<file path="config.mk">
export PLATFORM = sky130hd
export DESIGN_NAME = robots_reset_heartbeat
export DESIGN_NICKNAME = d
export VERILOG_FILES = /design/src/rtl/robots_reset_heartbeat.sv
export SDC_FILE = /design/constraint.sdc
export NUM_CORES = 1
export LEC_CHECK = 0
export ABC_CLOCK_PERIOD_IN_PS = 7000
export BUFFER_PORTS_ARGS = -buffer_cell sky130_fd_sc_hd__buf_4
export CAP_MARGIN = 20
export CORE_MARGIN = 1.5
export CORE_UTILIZATION = 35
export DETAILED_ROUTE_END_ITERATION = 7
export SETUP_SLACK_MARGIN = 0.2
export SLEW_MARGIN = 20
export SYNTH_ARGS = -nofsm -noshare
export SYNTH_HDL_FRONTEND = slang
export SYNTH_SLANG_ARGS = --single-unit
</file>
<file path="constraint.sdc">
create_clock -name clk -period 7 [get_ports clk]
set_clock_uncertainty 0.2 [all_clocks]
set_input_delay 0.7 -clock clk [delete_from_list [all_inputs] [get_ports clk]]
set_output_delay 0.7 -clock clk [all_outputs]
set_load 0.02 [all_outputs]
</file>
<file path="src/rtl/robots_reset_heartbeat.sv">
// robots_reset_heartbeat: stretched system reset plus NCH rotating-pattern status LEDs.
// Optional per-channel PWM brightness when FPGA_ROBOTS_LED_PWM_EN is defined.
`timescale 1ns/1ps
module robots_reset_heartbeat #(
    parameter int          NCH         = 2,
    parameter int          PAT_W       = 16,
    parameter int          PRESCALE_W  = 22,
    parameter int          RST_STRETCH = 15,
    parameter int          SYNC_STAGES = 2,
    parameter logic [31:0] DEF_PAT0    = 32'h0011
) (
    input  logic             clk,
    input  logic             rst,
    input  logic             locked,
    input  logic             btn_raw,
    input  logic [NCH-1:0]   pat_ld,
    input  logic [PAT_W-1:0] pat_data,
`ifdef FPGA_ROBOTS_LED_PWM_EN
    input  logic [4*NCH-1:0] bright,
`endif
    output logic             sys_rst_o,
    output logic             tick_o,
    output logic [NCH-1:0]   led_o
);
    localparam int PW = $clog2(PAT_W);
    localparam logic [PW-1:0] LAST = PW'(PAT_W - 1);
    localparam logic [PW:0] PAT_N = (PW+1)'(PAT_W);

    logic [SYNC_STAGES-1:0] sync_q;
    logic [7:0]             cnt_q;
    logic                   rst_q;
    logic [PRESCALE_W-1:0]  presc_q;
    logic [PW-1:0]          ptr_q, ptr_d;
    logic [PAT_W-1:0]       pat_q [NCH];
    logic [PW-1:0]          off_q [NCH];
    logic [PW-1:0]          slot  [NCH];
    logic                   tick_q;
    logic [NCH-1:0]         led_q, led_d;
    logic                   sys_rst, tick_ev, btn_sync;

    assign btn_sync  = sync_q[SYNC_STAGES-1];
    assign sys_rst   = rst_q | ~locked;
    assign tick_ev   = &presc_q;
    assign sys_rst_o = sys_rst;
    assign tick_o    = tick_q;
    assign led_o     = led_q;

    // Each channel's slot is the shared pointer minus its load-time offset, modulo PAT_W.
    always_comb begin
        ptr_d = tick_ev ? (ptr_q == LAST ? '0 : ptr_q + 1'b1) : ptr_q;
        led_d = '0;
        for (int i = 0; i < NCH; i++) begin
            slot[i] = ptr_q >= off_q[i] ? ptr_q - off_q[i]
                                        : PW'({1'b0, ptr_q} + PAT_N - {1'b0, off_q[i]});
`ifdef FPGA_ROBOTS_LED_PWM_EN
            led_d[i] = pat_q[i][slot[i]] &
                       (bright[4*i +: 4] == 4'hF || presc_q[3:0] < bright[4*i +: 4]);
`else
            led_d[i] = pat_q[i][slot[i]];
`endif
        end
    end

    always_ff @(posedge clk) begin
        if (rst) begin
            sync_q  <= '1;
            cnt_q   <= '0;
            rst_q   <= 1'b1;
            presc_q <= '0;
            ptr_q   <= '0;
            tick_q  <= 1'b0;
            led_q   <= '0;
            for (int i = 0; i < NCH; i++) begin
                pat_q[i] <= i == 0 ? DEF_PAT0[PAT_W-1:0] : '0;
                off_q[i] <= '0;
            end
        end else begin
            sync_q <= {sync_q[SYNC_STAGES-2:0], btn_raw};
            if (btn_sync || !locked) begin
                cnt_q <= '0;
                rst_q <= 1'b1;
            end else if (cnt_q != 8'(RST_STRETCH)) begin
                cnt_q <= cnt_q + 8'd1;
                rst_q <= 1'b1;
            end else begin
                rst_q <= 1'b0;
            end
            // Reset realigns every channel to slot 0; pattern contents survive.
            if (sys_rst) begin
                presc_q <= '0;
                ptr_q   <= '0;
                tick_q  <= 1'b0;
                led_q   <= '0;
                for (int i = 0; i < NCH; i++) off_q[i] <= '0;
            end else begin
                presc_q <= presc_q + 1'b1;
                ptr_q   <= ptr_d;
                tick_q  <= tick_ev;
                led_q   <= led_d;
                for (int i = 0; i < NCH; i++) begin
                    if (pat_ld[i]) begin
                        pat_q[i] <= pat_data;
                        off_q[i] <= ptr_d;
                    end
                end
            end
        end
    end
endmodule

</file>
==> flow_summary_export.csv <==
group,metric,value,unit
power_and_ir_drop,power.density,209,mW/mm^2
die,fp.dieH,106,um
logic_synthesis,edff_count_synth,40,
detailed_routing,drt_first_iter_violations,135,
logic_synthesis,synthArstFlopShare,0,
logic_synthesis,netlist_area_before_placement,0.00372,mm^2
cts,cts-root-buf,"clkbuf_8",
global_routing,first_global_vias,2520,
cts,tritoncts,"done",
die,die_area,0.0113,mm^2
setup_path,cp_slowest_cell,"fa_1",
cts,clock_insertion_delay_worst_skew,0.36,ns
setup_path,critPathMaxFanout,6,
timing,final.hold.worst_slack,0.209,ns
cts,cts_htree_levels,3,
cts,cts_hold_repair.buffers,0,
logic_synthesis,synth_largest_type_area_fraction,0.322,
logic_synthesis,synth.top_cells.by_area,"edfxtp_1 (32%), dfxtp_1 (21%), xor2_1 (3.3%)",
place,globalplace.congestion,0.791,
cts,clkTransAtPathRegs,0.08,ns
setup_path,cp_slowest_stage_delay,0.76,ns
power_and_ir_drop,power,0.887,mW
detailed_routing,detail_route.first_pass.iterations,4,
final_layout,design_area,0.00425,mm^2
logic_synthesis,ys_seq_elements,80,
die,floorplan.die.width,106,um
place,dpl_cell_area,0.00403,mm^2
logic_synthesis,synth_top_flop_cell,"edfxtp_1",
power_and_ir_drop,vdd_ir_drop_max,0.0891,mV
setup_path,critical_path.most_common_cell,"inv_1",
final_layout,area_growth,14.0,%
min_path,holdCritPathClass,"reg -> reg",
power_and_ir_drop,static_leak,1.48,nW
logic_synthesis,synth.net_count,365,
cts,cts_resized,0,
final_layout,nets,391,
logic_synthesis,post-synth-top-area-cell,"edfxtp_1",
final_layout,antenna_cells_inserted,0,
place,port_buffer_count,25,
setup_path,worst-endpoint-arrival,2.68,ns
setup_path,cp-end-kind,"register",
die,ioPinCount,26,
cts,post-cts-setup-buffer-count,0,
timing,fmax,0.379,GHz
logic_synthesis,synth_seq_area_share,0.537,
detailed_routing,viasPerCell,5.09,
timing,min_period,2.64,ns
detailed_routing,drc,0,
setup_path,timing.setup.critical_path_class,"reg -> reg",
final_layout,final_layout_size_suffix_gt1_frac,0.154,
run,number_of_maximum_capacitance_violations,0,
timing,finalSetupViolations,0,
timing,final_clock_period_utilization_by_the_worst_path,0.377,
logic_synthesis,netlist_instances,332,
place,dp_hpwl,4.95,mm
setup_path,start_kind,"register",
global_routing,globalRouteOverflowTotal,0,
detailed_routing,totalWireLength,7.09,mm
die,initial_utilization,0.361,
timing,worst-slew-pin-transition,0.722,ns
setup_path,required,7.04,ns
die,core_region_area,0.0103,mm^2
global_routing,antenna_violations_before_repair,0,
cts,tritoncts.num_buffers,9,
detailed_routing,num_vias,2539,
outcome,run_status,"finished clean",
setup_path,reg2regPathDepth,7,
timing,final_hold_viol_count,0,
cts,cts_num_sinks,80,
logic_synthesis,syn-mean-instance-area,11.2,um^2
detailed_routing,remaining_number_of_nets_flagged_by_the_antenna_check_after_routing,0,
global_routing,grt_pass1_wl,12.0,mm
logic_synthesis,post_synth_num_cell_types,46,
global_routing,gr-usage-all-layers,0.136,
cts,cts_buffer_depth,2,
global_routing,grt_start_max_net_pins,31,
place,dp.cells,482,
detailed_routing,routedWlPerCell,14.2,um
final_layout,final_cell_mix,"dfxtp_1 (40), edfxtp_1 (40), buf_4 (27)",
final_layout,final-instance-count-excl-fill,499,
timing,rsz0062_at_grt,"no",
setup_path,worstPathCellList,"inv_1, ha_1, inv_1, fa_1, mux4_2, o211ai_1, o22ai_1",
min_path,holdPathStages,1,
timing,final.setup.tns,0,ns
die,fp-row-count,37,
timing,max-slew-margin-rel,0.519,
timing,timing_max_transition_violations_final,0,
logic_synthesis,synth.yosys.warnings,0,
==> sequential cells by signal, indices dropped and copies added (netlist names) <==
name,count
pat_q,32
presc_q,22
cnt_q,8
off_q,8
ptr_q,4
led_o,2
sync_q,2
rst_q,1
tick_o,1
==> area by class of cell <==
class / count / area [um^2]
Clock buffer: 11 / 131
Fill cell: 976 / 6080
Multi-Input combinational cell: 229 / 1620
Sequential cell: 80 / 2000
Clock inverter: 5 / 82.6
Timing Repair Buffer: 27 / 203
Inverter: 11 / 41.3
Tap cell: 136 / 170
==> power by group <==
part / switching, mW / total, mW / leakage, nW / internal [mW]
sequential: 0.00193 / 0.497 / 0.745 / 0.496
clock: 0.169 / 0.370 / 0.107 / 0.202
combinational: 0.00861 / 0.0193 / 0.624 / 0.0107
==> cells in the mapped netlist, drive strengths merged, types with 7 or more instances <==
| cell | number |
|---|---|
| dfxtp | 40 |
| edfxtp | 40 |
| nor2 | 26 |
| nand3 | 22 |
| and2 | 20 |
| a21oi | 18 |
| xor2 | 14 |
| nand2 | 13 |
| inv | 11 |
| mux2i | 11 |
| nand4 | 10 |
| o21ai | 10 |
| ha | 9 |
| xnor2 | 9 |
| clkbuf | 8 |
| or3 | 7 |
==> cell families after synthesis <==
kind of cell	after synthesis	share of synthesized area
AND/OR/NAND/NOR	131	0.206
flip-flops	80	0.537
AO/OA/AOI/OAI	49	0.0793
XOR/XNOR	23	0.0541
buffers and inverters	23	0.0286
multiplexers	15	0.0537
adder cells (fa/ha/maj)	11	0.0410
==> path summary, 6_finish.rpt <==
path              startpoint         to  slack, ns
setup / recovery    ptr_q[0]   led_o[0]       4.36
hold reg to reg    sync_q[0]  sync_q[1]       0.21
setup reg to reg    ptr_q[0]   led_o[0]       4.36
hold / removal     sync_q[0]  sync_q[1]       0.21
==> layer usage <==
layer  part of all wire  track usage  up-vias
li1                   -            -     1271
met1               0.48        0.172     1221
met2               0.47        0.221       38
met3              0.030       0.0313        9
met4              0.017       0.0637        0
met5                  0            0        -
==> metrics by stage <==
stage               utilization  setup slack (ns)
finish                    0.411              4.36
global route              0.411              4.19
CTS                       0.411              4.32
floorplan                     -              4.53
detailed placement        0.390              3.94
global placement          0.390              3.93
==> critical path: cells and delay by family, from the launching register on <==
family | cells | cell delay [ns]
flops | 1 | 0.36
mux | 1 | 0.58
buf+inv | 2 | 0.15
compound gates | 2 | 0.30
fa+ha+maj | 2 | 0.92
(Power assumes the default switching activity.)
